$ cat config.mk
export PLATFORM = sky130hd
export DESIGN_NAME = scpad_dram_resp_sched_flat
export DESIGN_NICKNAME = d
export VERILOG_FILES = /design/src/rtl/scpad_dram_resp_sched_if.sv /design/src/rtl/scpad_dram_resp_sched.sv /design/src/flat_wrapper.sv
export SDC_FILE = /design/constraint.sdc
export NUM_CORES = 1
export LEC_CHECK = 0
export BUFFER_PORTS_ARGS = -buffer_cell sky130_fd_sc_hd__buf_2
export CORE_AREA = 2 2 122 136
export CTS_CLUSTER_DIAMETER = 150
export DETAILED_ROUTE_END_ITERATION = 7
export DIE_AREA = 0 0 124 138
export GPL_ROUTABILITY_DRIVEN = 0
export GPL_TIMING_DRIVEN = 0
export MAX_ROUTING_LAYER = met4
export PLACE_DENSITY = 0.82
export SYNTH_ARGS = -nofsm -noshare
export SYNTH_HDL_FRONTEND = slang
export SYNTH_SLANG_ARGS = --single-unit
$ cat constraint.sdc
create_clock -name i_clk -period 4.55 [get_ports i_clk]
set_input_delay 0.2275 -clock i_clk [delete_from_list [all_inputs] [get_ports i_clk]]
set_output_delay 0.2275 -clock i_clk [all_outputs]
set_load 0.02 [all_outputs]
$ cat src/rtl/scpad_dram_resp_sched_if.sv
// Bundle of allocation, DRAM response and write-latch signals for scpad_dram_resp_sched.
// The slave modport is the scheduler side; master is the requester/DRAM/latch side.
interface scpad_dram_resp_sched_if #(
    parameter int NUM_ENTRIES = 4,
    parameter int ID_W        = 8,
    parameter int ADDR_W      = 16,
    parameter int XBAR_W      = 8
);
    localparam int CNT_W = $clog2(NUM_ENTRIES) + 1;

    logic              alloc_valid;
    logic              alloc_ready;
    logic [ADDR_W-1:0] alloc_spad_addr;
    logic [XBAR_W-1:0] alloc_xbar;
    logic [2:0]        alloc_nbeats;
    logic [ID_W-1:0]   alloc_id;

    logic              dram_res_valid;
    logic [ID_W-1:0]   dram_res_id;
    logic [63:0]       dram_rddata;
    logic              dram_res_ready;
    logic              be_stall;

    logic              lat_res_valid;
    logic [ID_W-1:0]   lat_dram_id;
    logic [63:0]       lat_dram_rddata;
    logic [ADDR_W-1:0] lat_spad_addr;
    logic [XBAR_W-1:0] lat_xbar;
    logic [2:0]        lat_num_request;
    logic [2:0]        lat_beat_idx;
    logic              lat_last;
    logic              err_unknown_id;
    logic [CNT_W-1:0]  outstanding;

    modport slave (
        input  alloc_valid, alloc_spad_addr, alloc_xbar, alloc_nbeats,
        input  dram_res_valid, dram_res_id, dram_rddata, be_stall,
        output alloc_ready, alloc_id, dram_res_ready,
        output lat_res_valid, lat_dram_id, lat_dram_rddata, lat_spad_addr, lat_xbar,
        output lat_num_request, lat_beat_idx, lat_last, err_unknown_id, outstanding
    );

    modport master (
        output alloc_valid, alloc_spad_addr, alloc_xbar, alloc_nbeats,
        output dram_res_valid, dram_res_id, dram_rddata, be_stall,
        input  alloc_ready, alloc_id, dram_res_ready,
        input  lat_res_valid, lat_dram_id, lat_dram_rddata, lat_spad_addr, lat_xbar,
        input  lat_num_request, lat_beat_idx, lat_last, err_unknown_id, outstanding
    );
endinterface

$ cat src/rtl/scpad_dram_resp_sched.sv
// Tag table for outstanding scratchpad DRAM reads; matches returning beats to their
// descriptor and hands them to the SRAM write latch through a single output register.
module scpad_dram_resp_sched #(
    parameter int NUM_ENTRIES = 4,
    parameter int ID_W        = 8,
    parameter int ADDR_W      = 16,
    parameter int XBAR_W      = 8
) (
    input logic                  i_clk,
    input logic                  i_nrst,
    scpad_dram_resp_sched_if.slave bus
);
    localparam int IDX_W = $clog2(NUM_ENTRIES);
    localparam int CNT_W = IDX_W + 1;

    logic [NUM_ENTRIES-1:0] r_valid;
    logic [ADDR_W-1:0]      r_addr   [NUM_ENTRIES];
    logic [XBAR_W-1:0]      r_xbar   [NUM_ENTRIES];
    logic [2:0]             r_nbeats [NUM_ENTRIES];
    logic [2:0]             r_cnt    [NUM_ENTRIES];

    logic              r_lat_valid;
    logic [ID_W-1:0]   r_lat_id;
    logic [63:0]       r_lat_data;
    logic [ADDR_W-1:0] r_lat_addr;
    logic [XBAR_W-1:0] r_lat_xbar;
    logic [2:0]        r_lat_nreq;
    logic [2:0]        r_lat_idx;
    logic              r_lat_last;
    logic              r_err;
    logic [CNT_W-1:0]  r_outstanding;

    logic                   w_alloc_ready;
    logic                   w_alloc_fire;
    logic [IDX_W-1:0]       w_free_idx;
    logic                   w_accept;
    logic                   w_in_range;
    logic [IDX_W-1:0]       w_res_idx;
    logic                   w_hit;
    logic                   w_miss;
    logic                   w_hit_last;
    logic [NUM_ENTRIES-1:0] w_valid_nxt;
    logic [CNT_W-1:0]       w_cnt_nxt;

    assign w_alloc_ready = |(~r_valid);
    assign w_alloc_fire  = bus.alloc_valid & w_alloc_ready;

    // Lowest free slot wins: scan from the top so the last hit is the smallest index.
    always_comb begin
        w_free_idx = '0;
        for (int i = NUM_ENTRIES - 1; i >= 0; i--) begin
            if (!r_valid[i]) w_free_idx = IDX_W'(i);
        end
    end

    assign w_accept   = bus.dram_res_valid & ~bus.be_stall;
    assign w_in_range = {1'b0, bus.dram_res_id} < (ID_W + 1)'(NUM_ENTRIES);
    assign w_res_idx  = bus.dram_res_id[IDX_W-1:0];
    assign w_hit      = w_accept & w_in_range & r_valid[w_res_idx];
    assign w_miss     = w_accept & ~(w_in_range & r_valid[w_res_idx]);
    assign w_hit_last = (r_cnt[w_res_idx] == r_nbeats[w_res_idx]);

    // A freshly allocated slot was free, so it can never be the slot being hit.
    always_comb begin
        w_valid_nxt = r_valid;
        if (w_alloc_fire)        w_valid_nxt[w_free_idx] = 1'b1;
        if (w_hit && w_hit_last) w_valid_nxt[w_res_idx]  = 1'b0;
    end

    always_comb begin
        w_cnt_nxt = '0;
        for (int i = 0; i < NUM_ENTRIES; i++) begin
            w_cnt_nxt = w_cnt_nxt + CNT_W'(w_valid_nxt[i]);
        end
    end

    always_ff @(posedge i_clk) begin
        if (!i_nrst) begin
            r_valid       <= '0;
            for (int i = 0; i < NUM_ENTRIES; i++) r_cnt[i] <= '0;
            r_lat_valid   <= 1'b0;
            r_lat_id      <= '0;
            r_lat_data    <= '0;
            r_lat_addr    <= '0;
            r_lat_xbar    <= '0;
            r_lat_nreq    <= '0;
            r_lat_idx     <= '0;
            r_lat_last    <= 1'b0;
            r_err         <= 1'b0;
            r_outstanding <= '0;
        end else begin
            r_valid       <= w_valid_nxt;
            r_outstanding <= w_cnt_nxt;
            r_err         <= w_miss;
            if (w_alloc_fire) r_cnt[w_free_idx] <= '0;
            if (w_hit)        r_cnt[w_res_idx]  <= w_hit_last ? 3'd0 : r_cnt[w_res_idx] + 3'd1;
            // Stall freezes the output register; no beat is accepted meanwhile.
            if (!bus.be_stall) begin
                r_lat_valid <= w_hit;
                if (w_hit) begin
                    r_lat_id   <= bus.dram_res_id;
                    r_lat_data <= bus.dram_rddata;
                    r_lat_addr <= r_addr[w_res_idx];
                    r_lat_xbar <= r_xbar[w_res_idx];
                    r_lat_nreq <= r_nbeats[w_res_idx];
                    r_lat_idx  <= r_cnt[w_res_idx];
                    r_lat_last <= w_hit_last;
                end
            end
        end
    end

    // Descriptor payload is only meaningful while valid, so it carries no reset.
    always_ff @(posedge i_clk) begin
        if (w_alloc_fire) begin
            r_addr[w_free_idx]   <= bus.alloc_spad_addr;
            r_xbar[w_free_idx]   <= bus.alloc_xbar;
            r_nbeats[w_free_idx] <= bus.alloc_nbeats;
        end
    end

    assign bus.alloc_ready     = w_alloc_ready;
    assign bus.alloc_id        = ID_W'(w_free_idx);
    assign bus.dram_res_ready  = ~bus.be_stall;
    assign bus.lat_res_valid   = r_lat_valid;
    assign bus.lat_dram_id     = r_lat_id;
    assign bus.lat_dram_rddata = r_lat_data;
    assign bus.lat_spad_addr   = r_lat_addr;
    assign bus.lat_xbar        = r_lat_xbar;
    assign bus.lat_num_request = r_lat_nreq;
    assign bus.lat_beat_idx    = r_lat_idx;
    assign bus.lat_last        = r_lat_last;
    assign bus.err_unknown_id  = r_err;
    assign bus.outstanding     = r_outstanding;
endmodule

$ cat src/flat_wrapper.sv
// flat-port wrapper written by rule: the top's interface ports become plain ports
module scpad_dram_resp_sched_flat 
#(
    parameter int NUM_ENTRIES = 4,
    parameter int ID_W        = 8,
    parameter int ADDR_W      = 16,
    parameter int XBAR_W      = 8
)
  (i_clk, i_nrst, bus_alloc_valid, bus_alloc_spad_addr, bus_alloc_xbar, bus_alloc_nbeats, bus_dram_res_valid, bus_dram_res_id, bus_dram_rddata, bus_be_stall, bus_alloc_ready, bus_alloc_id, bus_dram_res_ready, bus_lat_res_valid, bus_lat_dram_id, bus_lat_dram_rddata, bus_lat_spad_addr, bus_lat_xbar, bus_lat_num_request, bus_lat_beat_idx, bus_lat_last, bus_err_unknown_id, bus_outstanding);
  scpad_dram_resp_sched_if #(.NUM_ENTRIES(NUM_ENTRIES), .ID_W(ID_W), .ADDR_W(ADDR_W), .XBAR_W(XBAR_W)) bus_i ();
  input logic i_clk;
  input logic i_nrst;
  input wire logic [$bits(bus_i.alloc_valid)-1:0] bus_alloc_valid;
  input wire logic [$bits(bus_i.alloc_spad_addr)-1:0] bus_alloc_spad_addr;
  input wire logic [$bits(bus_i.alloc_xbar)-1:0] bus_alloc_xbar;
  input wire logic [$bits(bus_i.alloc_nbeats)-1:0] bus_alloc_nbeats;
  input wire logic [$bits(bus_i.dram_res_valid)-1:0] bus_dram_res_valid;
  input wire logic [$bits(bus_i.dram_res_id)-1:0] bus_dram_res_id;
  input wire logic [$bits(bus_i.dram_rddata)-1:0] bus_dram_rddata;
  input wire logic [$bits(bus_i.be_stall)-1:0] bus_be_stall;
  output wire logic [$bits(bus_i.alloc_ready)-1:0] bus_alloc_ready;
  output wire logic [$bits(bus_i.alloc_id)-1:0] bus_alloc_id;
  output wire logic [$bits(bus_i.dram_res_ready)-1:0] bus_dram_res_ready;
  output wire logic [$bits(bus_i.lat_res_valid)-1:0] bus_lat_res_valid;
  output wire logic [$bits(bus_i.lat_dram_id)-1:0] bus_lat_dram_id;
  output wire logic [$bits(bus_i.lat_dram_rddata)-1:0] bus_lat_dram_rddata;
  output wire logic [$bits(bus_i.lat_spad_addr)-1:0] bus_lat_spad_addr;
  output wire logic [$bits(bus_i.lat_xbar)-1:0] bus_lat_xbar;
  output wire logic [$bits(bus_i.lat_num_request)-1:0] bus_lat_num_request;
  output wire logic [$bits(bus_i.lat_beat_idx)-1:0] bus_lat_beat_idx;
  output wire logic [$bits(bus_i.lat_last)-1:0] bus_lat_last;
  output wire logic [$bits(bus_i.err_unknown_id)-1:0] bus_err_unknown_id;
  output wire logic [$bits(bus_i.outstanding)-1:0] bus_outstanding;
  assign bus_i.alloc_valid = bus_alloc_valid;
  assign bus_i.alloc_spad_addr = bus_alloc_spad_addr;
  assign bus_i.alloc_xbar = bus_alloc_xbar;
  assign bus_i.alloc_nbeats = bus_alloc_nbeats;
  assign bus_i.dram_res_valid = bus_dram_res_valid;
  assign bus_i.dram_res_id = bus_dram_res_id;
  assign bus_i.dram_rddata = bus_dram_rddata;
  assign bus_i.be_stall = bus_be_stall;
  assign bus_alloc_ready = bus_i.alloc_ready;
  assign bus_alloc_id = bus_i.alloc_id;
  assign bus_dram_res_ready = bus_i.dram_res_ready;
  assign bus_lat_res_valid = bus_i.lat_res_valid;
  assign bus_lat_dram_id = bus_i.lat_dram_id;
  assign bus_lat_dram_rddata = bus_i.lat_dram_rddata;
  assign bus_lat_spad_addr = bus_i.lat_spad_addr;
  assign bus_lat_xbar = bus_i.lat_xbar;
  assign bus_lat_num_request = bus_i.lat_num_request;
  assign bus_lat_beat_idx = bus_i.lat_beat_idx;
  assign bus_lat_last = bus_i.lat_last;
  assign bus_err_unknown_id = bus_i.err_unknown_id;
  assign bus_outstanding = bus_i.outstanding;
  scpad_dram_resp_sched #(.NUM_ENTRIES(NUM_ENTRIES), .ID_W(ID_W), .ADDR_W(ADDR_W), .XBAR_W(XBAR_W)) u_core (.i_clk(i_clk), .i_nrst(i_nrst), .bus(bus_i));
endmodule
Word level (Yosys, flattened, before mapping) --
Memory sizes are Yosys's and may differ from the RTL's. A register that Yosys moved wholly into a read port is not among the register bits. Cells that the tools add are included.
Storage, ports and cells: input bits 104, memories 4, logic and storage cells 71, bits in writable memories 120, bits in registers 88, output and inout port bits 118
Memory list:
- u_core.r_addr | words 4, bits a word 16, rd ports 1, clocked after memory_dff 1, write ports 1, RTL line scpad_dram_resp_sched.sv:17 | logic [ADDR_W-1:0] r_addr [NUM_ENTRIES];
- u_core.r_xbar | words 4, bits a word 8, rd ports 1, clocked after memory_dff 1, write ports 1, RTL line scpad_dram_resp_sched.sv:18 | logic [XBAR_W-1:0] r_xbar [NUM_ENTRIES];
- u_core.r_cnt | words 4, bits a word 3, rd ports 1, clocked after memory_dff 0, write ports 4, RTL line scpad_dram_resp_sched.sv:20 | logic [2:0] r_cnt [NUM_ENTRIES];
- u_core.r_nbeats | words 4, bits a word 3, rd ports 1, clocked after memory_dff 0, write ports 1, RTL line scpad_dram_resp_sched.sv:19 | logic [2:0] r_nbeats [NUM_ENTRIES];
Operators by class: mux-type cells 27, eq/ne operators 1, bitwise logic cells 12, reductions and logical operators 9, add/sub/neg operators 4, $lt $le $gt $ge 5
Operators by type and width (count):
- 1-bit two-way mux | 13
- 2-bit two-way mux | 6
- 3-bit two-way mux | 3
- 8-bit by 3-bit less-than comparator with 1-bit output (second input constant) | 1
- 4-bit two-way mux | 2
- 4-bit NOT | 2
- 3-bit by 1-bit adder with 3-bit output | 2
- 1-bit bitwise AND | 6
- 2-bit by 3-bit less-than comparator with 1-bit output (second input constant) | 2
- 3-bit OR reduction | 2
- 4-bit bitwise AND | 1
- 1-bit demux with 2-bit select | 2
- 2-bit by 1-bit >= comparator with 1-bit output (second input constant) | 2
- 4-bit OR | 1
- 4-bit OR reduction | 1
- 3-bit by 1-bit adder with 3-bit output (second input constant) | 1
- 3-bit == test | 1
- 1-bit logical AND | 3
- 1-bit by 1-bit adder with 2-bit output | 1
- 1-bit binary-select mux with 2-bit select | 1
- 1-bit logical NOT | 2
- 1-bit NOT | 2
- 2-bit AND reduction | 1

Depth between registers and ports, before layout --
word-level depth 15, mapped depth 11, depth with buffers taken out 10

Least setup slack after synthesis --
No wires, ideal clock.
kind register to register, start point mem u_core.r_cnt[1][1], end point reg u_core.r_outstanding[1] (netlist: u_core.bus.outstanding[1]), period minus slack after synthesis 2.900 ns, library setup time 0.115 ns, setup slack 1.650 ns, buffers on the path 0, stages on the path, launching flop included 11, data required time 4.435 ns, arrival time 2.785 ns, cells stage by stage edfxtp_1 -> mux4_1 -> xor2_1 -> nor4_4 -> a21oi_1 -> ha_1 -> inv_1 -> fa_1 -> inv_1 -> ha_1 -> and2_1
On the way: cells in the longest elaborated chain, start to end 7
RTL lines:
- start: declaration | RTL line scpad_dram_resp_sched.sv:20
- memory read 4 x 3 bit
- 3-bit == test | RTL line scpad_dram_resp_sched.sv:61 | assign w_hit_last = (r_cnt[w_res_idx] == r_nbeats[w_res_idx]);
- 1-bit logical AND | RTL line scpad_dram_resp_sched.sv:67 | if (w_hit && w_hit_last) w_valid_nxt[w_res_idx] = 1'b0;
- 4-bit two-way mux | RTL line scpad_dram_resp_sched.sv:67
- net u_core.w_valid_nxt[0] | RTL line scpad_dram_resp_sched.sv:42 | logic [NUM_ENTRIES-1:0] w_valid_nxt;
- 1-bit by 1-bit adder with 2-bit output | RTL line scpad_dram_resp_sched.sv:73 | w_cnt_nxt = w_cnt_nxt + CNT_W'(w_valid_nxt[i]);
- 3-bit by 1-bit adder with 3-bit output (2 in a row) | RTL line scpad_dram_resp_sched.sv:73
- net u_core.w_cnt_nxt[1] | RTL line scpad_dram_resp_sched.sv:43 | logic [CNT_W-1:0] w_cnt_nxt;
- end signal: assignment | RTL line scpad_dram_resp_sched.sv:93 | r_outstanding <= w_cnt_nxt;
- end: declaration | RTL line scpad_dram_resp_sched.sv:31 | logic [CNT_W-1:0] r_outstanding;
The timed path passes the listed nets, and every way through them passes these cells. A chain may end at the register's enable or synchronous reset.

Worst setup path after layout --
start point mem u_core.r_cnt[0][1], end point reg u_core.r_outstanding[1] (netlist: u_core.bus.outstanding[1])
The elaborated chain is that of the path after synthesis.

==> flow_summary.toml <==
[logic_synthesis]
ys_warn_count = 0
ys_seq_area_share_pct = 68.6
synth-main-ff-cell = "edfxtp_1"
synthTopCellsByArea = "edfxtp_1 (42%), dfxtp_1 (26%), nand2_1 (8.7%), mux4_2 (7.9%), a21oi_1 (6.0%)"
yosysTopAreaCellShare_pct = 42.3
syn-instance-count = 689
synth_area_mm2 = 0.00853
ys_ff_latch = 232
synth_cell_types = 35
synth_edf_count = 120
yosysTopAreaCell = "edfxtp_1"
syn_avg_cell_area_um2 = 12.4
synth_async_sr_flop_share_pct = 0

[placed_design]
placedInstanceArea_mm2 = 0.00999
dpl.cell_count = 1117
hpwl_mm = 13.8
port-buffer-count = 215
post-place-ws_ps = 1220

[critical_path]
crit_family = "adder cells"
crit_end = "u_core.bus.outstanding[1]"
startpoint = "u_core.r_cnt[0][1]"
rr_endpoint = "u_core.bus.outstanding[1]"
crit-reg2reg-launch = "u_core.r_cnt[0][1]"
reg2reg_slack_ps = 1340
cpPeakStageDelay_ps = 590
path_depth = 10
critPathCaptureType = "flip-flop"
start_kind = "flip-flop"
crit_fanout = 9
r2r_cells = 10
path_buf_inv = 2
path_class = "flip-flop to flip-flop"
required_ps = 4940
crit_path_cell_trace = "mux4_1 -> xor2_1 -> nor4_4 -> a21oi_1 -> ha_1 -> inv_1 -> fa_1 -> inv_1 -> ha_1 -> and2_1"
worst_path_max_delay_cell = "mux4_1"
arrival_ps = 3600

[drt]
vias = 6687
drtAntennaViolNets = 0
dr.first_iter.drc_count = 386
wire_per_inst_um = 18.1
drcViolationCount = 0
firstDrtPassIters = 5
via_per_inst = 5.35
wl_mm = 22.7

[outcome]
outcome = "complete, no violations"

[timing]
finalSetupTns_ps = 0
worst_hold_slack_ps = 47.7
slew_headroom_pct = 52.8
final-setup-viol-count = 0
slew_violations = 0
rsz0062_at_grt = "false"
fmax_mhz = 311
finalCriticalPeriod_ps = 3210
clock_skew_ps = 6.76
worst_slack_ps = 1340
fin_crit_sh_pct = 70.6
worstMarginPinSlew_ps = 708
hold_viol = 0

[floorplanning]
rows = 49
die_w_um = 124
dieArea_mm2 = 0.0171
core_area_mm2 = 0.0159
pin_count = 222
die_height_um = 138
initial_core_util_pct = 53.5

[flow_run]
max_cap_violations = 0

[layout]
fin_cells = 1249
antenna_cells = 0
mostFrequentLayoutCell = "buf_2"
multi_input_area_mm2 = 0.00248
fin_util_pct = 73.2
seq_area_mm2 = 0.00585
area_growth_pct = 36.8
nNetsFinal = 1137
drive_above_1_share_pct = 30.0
nFillCells = 1037
design_area_mm2 = 0.0117
final_cell_mix = "buf_2 (231), nand2_1 (198), edfxtp_1 (120)"

[global_routing]
grt-ovfl-total = 0
grt_pass1_wl_mm = 34.4
grt_usage_pct = 26.8
antenna_found_initial = 0
grt_pass1_vias = 6798
grt_max_degree = 29

[clock_network]
clockBufferDepth = 3
cts_sinks = 232
cts_root_buf = "clkbuf_16"
cts_setup_buffers = 0
clock_latency_ps = 500
cts_tree = "built"
cts.reportedPaths.clkPinSlew_ps = 60
htree_levels = 1
ctsResizeCount = 0
cts_made_buffers = 23

[power]
p_leak_nw = 4.64
power_mw = 4.41
clockPowerShare_pct = 42.5
irDropWorstVdd_uv = 393
intPower_mw = 3.50
switchingPower_mw = 0.914
switching_share_pct = 20.7
power_density_mw_per_mm2 = 378
pwr-share-seq_pct = 50.9
pwr-share-comb_pct = 6.6

[hold_path]
hold_class = "input port to flip-flop"
==> power groups by stage <==
stage               sequential, mW  clock [mW]  combinational, mW
finish                        2.25        1.88              0.290
global route                  2.25        1.99              0.312
CTS                           2.25        1.90              0.284
detailed placement            2.29           0              0.222
global placement              2.29           0              0.209
floorplan                     2.29           0              0.118
==> logic make-up after synthesis <==
group                      share of synthesized area (%)
muxes                                               8.23
xor gates and xnor gates                           0.411
buffers and inverters                               2.96
adders and majority gates                          0.675
DFF                                                 68.6
and+or+nand+nor                                     12.1
AOI/OAI and AO/OA                                   7.03
other                                             0.0440
==> layout make-up <==
class	count	area share, %
Clock buffer	30	5.89
Tap cell	204	2.19
Clock inverter	11	0.643
Inverter	5	0.161
Timing Repair Buffer	310	17.8
Buffer	49	2.01
Multi-Input combinational cell	408	21.2
Sequential cell	232	50.1
==> sequential cells by signal, indices dropped and copies added, names as in the netlist <==
name                        count
u_core.bus.lat_dram_id          8
u_core.bus.lat_xbar             8
u_core.bus.lat_last             1
u_core.bus.lat_num_request      3
u_core.r_cnt                   12
u_core.bus.outstanding          3
u_core.bus.lat_res_valid        1
u_core.r_xbar                  32
u_core.r_valid                  4
u_core.bus.lat_beat_idx         3
u_core.r_nbeats                12
u_core.bus.lat_spad_addr       16
u_core.bus.lat_dram_rddata     64
u_core.r_addr                  64
u_core.bus.err_unknown_id       1
==> repair_timing <==
action	4_1_cts	5_1_grt
hold buffers	90	1
endpoints found under the hold margin	171	1
endpoints found under the setup margin	0	0
==> Yosys cell counts (all sizes together) (5+ instances only) <==
library cell and n:
nor2 21, dfxtp 112, edfxtp 120, a21oi 102, inv 5, buf 24, clkbuf 25, and3 7
nand2 198, mux4 31, nor2b 5
==> worst min path at each step <==
stage / from / endpoint / slack, ps / cells after the start
global route: bus_dram_rddata[46] / u_core.bus.lat_dram_rddata[46] / 60 / 3
floorplan: bus_alloc_spad_addr[0] / u_core.r_addr[0][0] / 330 / 0
finish: i_nrst / u_core.bus.lat_dram_id[2] / 50 / 2
detailed placement: u_core.bus.lat_dram_rddata[21] / u_core.bus.lat_dram_rddata[21] / 440 / 2
CTS: bus_dram_rddata[7] / u_core.bus.lat_dram_rddata[7] / 5 / 3
global placement: u_core.bus.lat_dram_rddata[58] / u_core.bus.lat_dram_rddata[58] / 440 / 2
==> metal layers <==
| metal | wire length, um | global-route usage, % |
|---|---|---|
| met1 | 8510 | 30.9 |
| met2 | 11300 | 45.1 |
| met3 | 1840 | 5.65 |
| met4 | 1030 | 11.4 |
| met5 | 0 | - |
(Power assumes the default switching activity.)
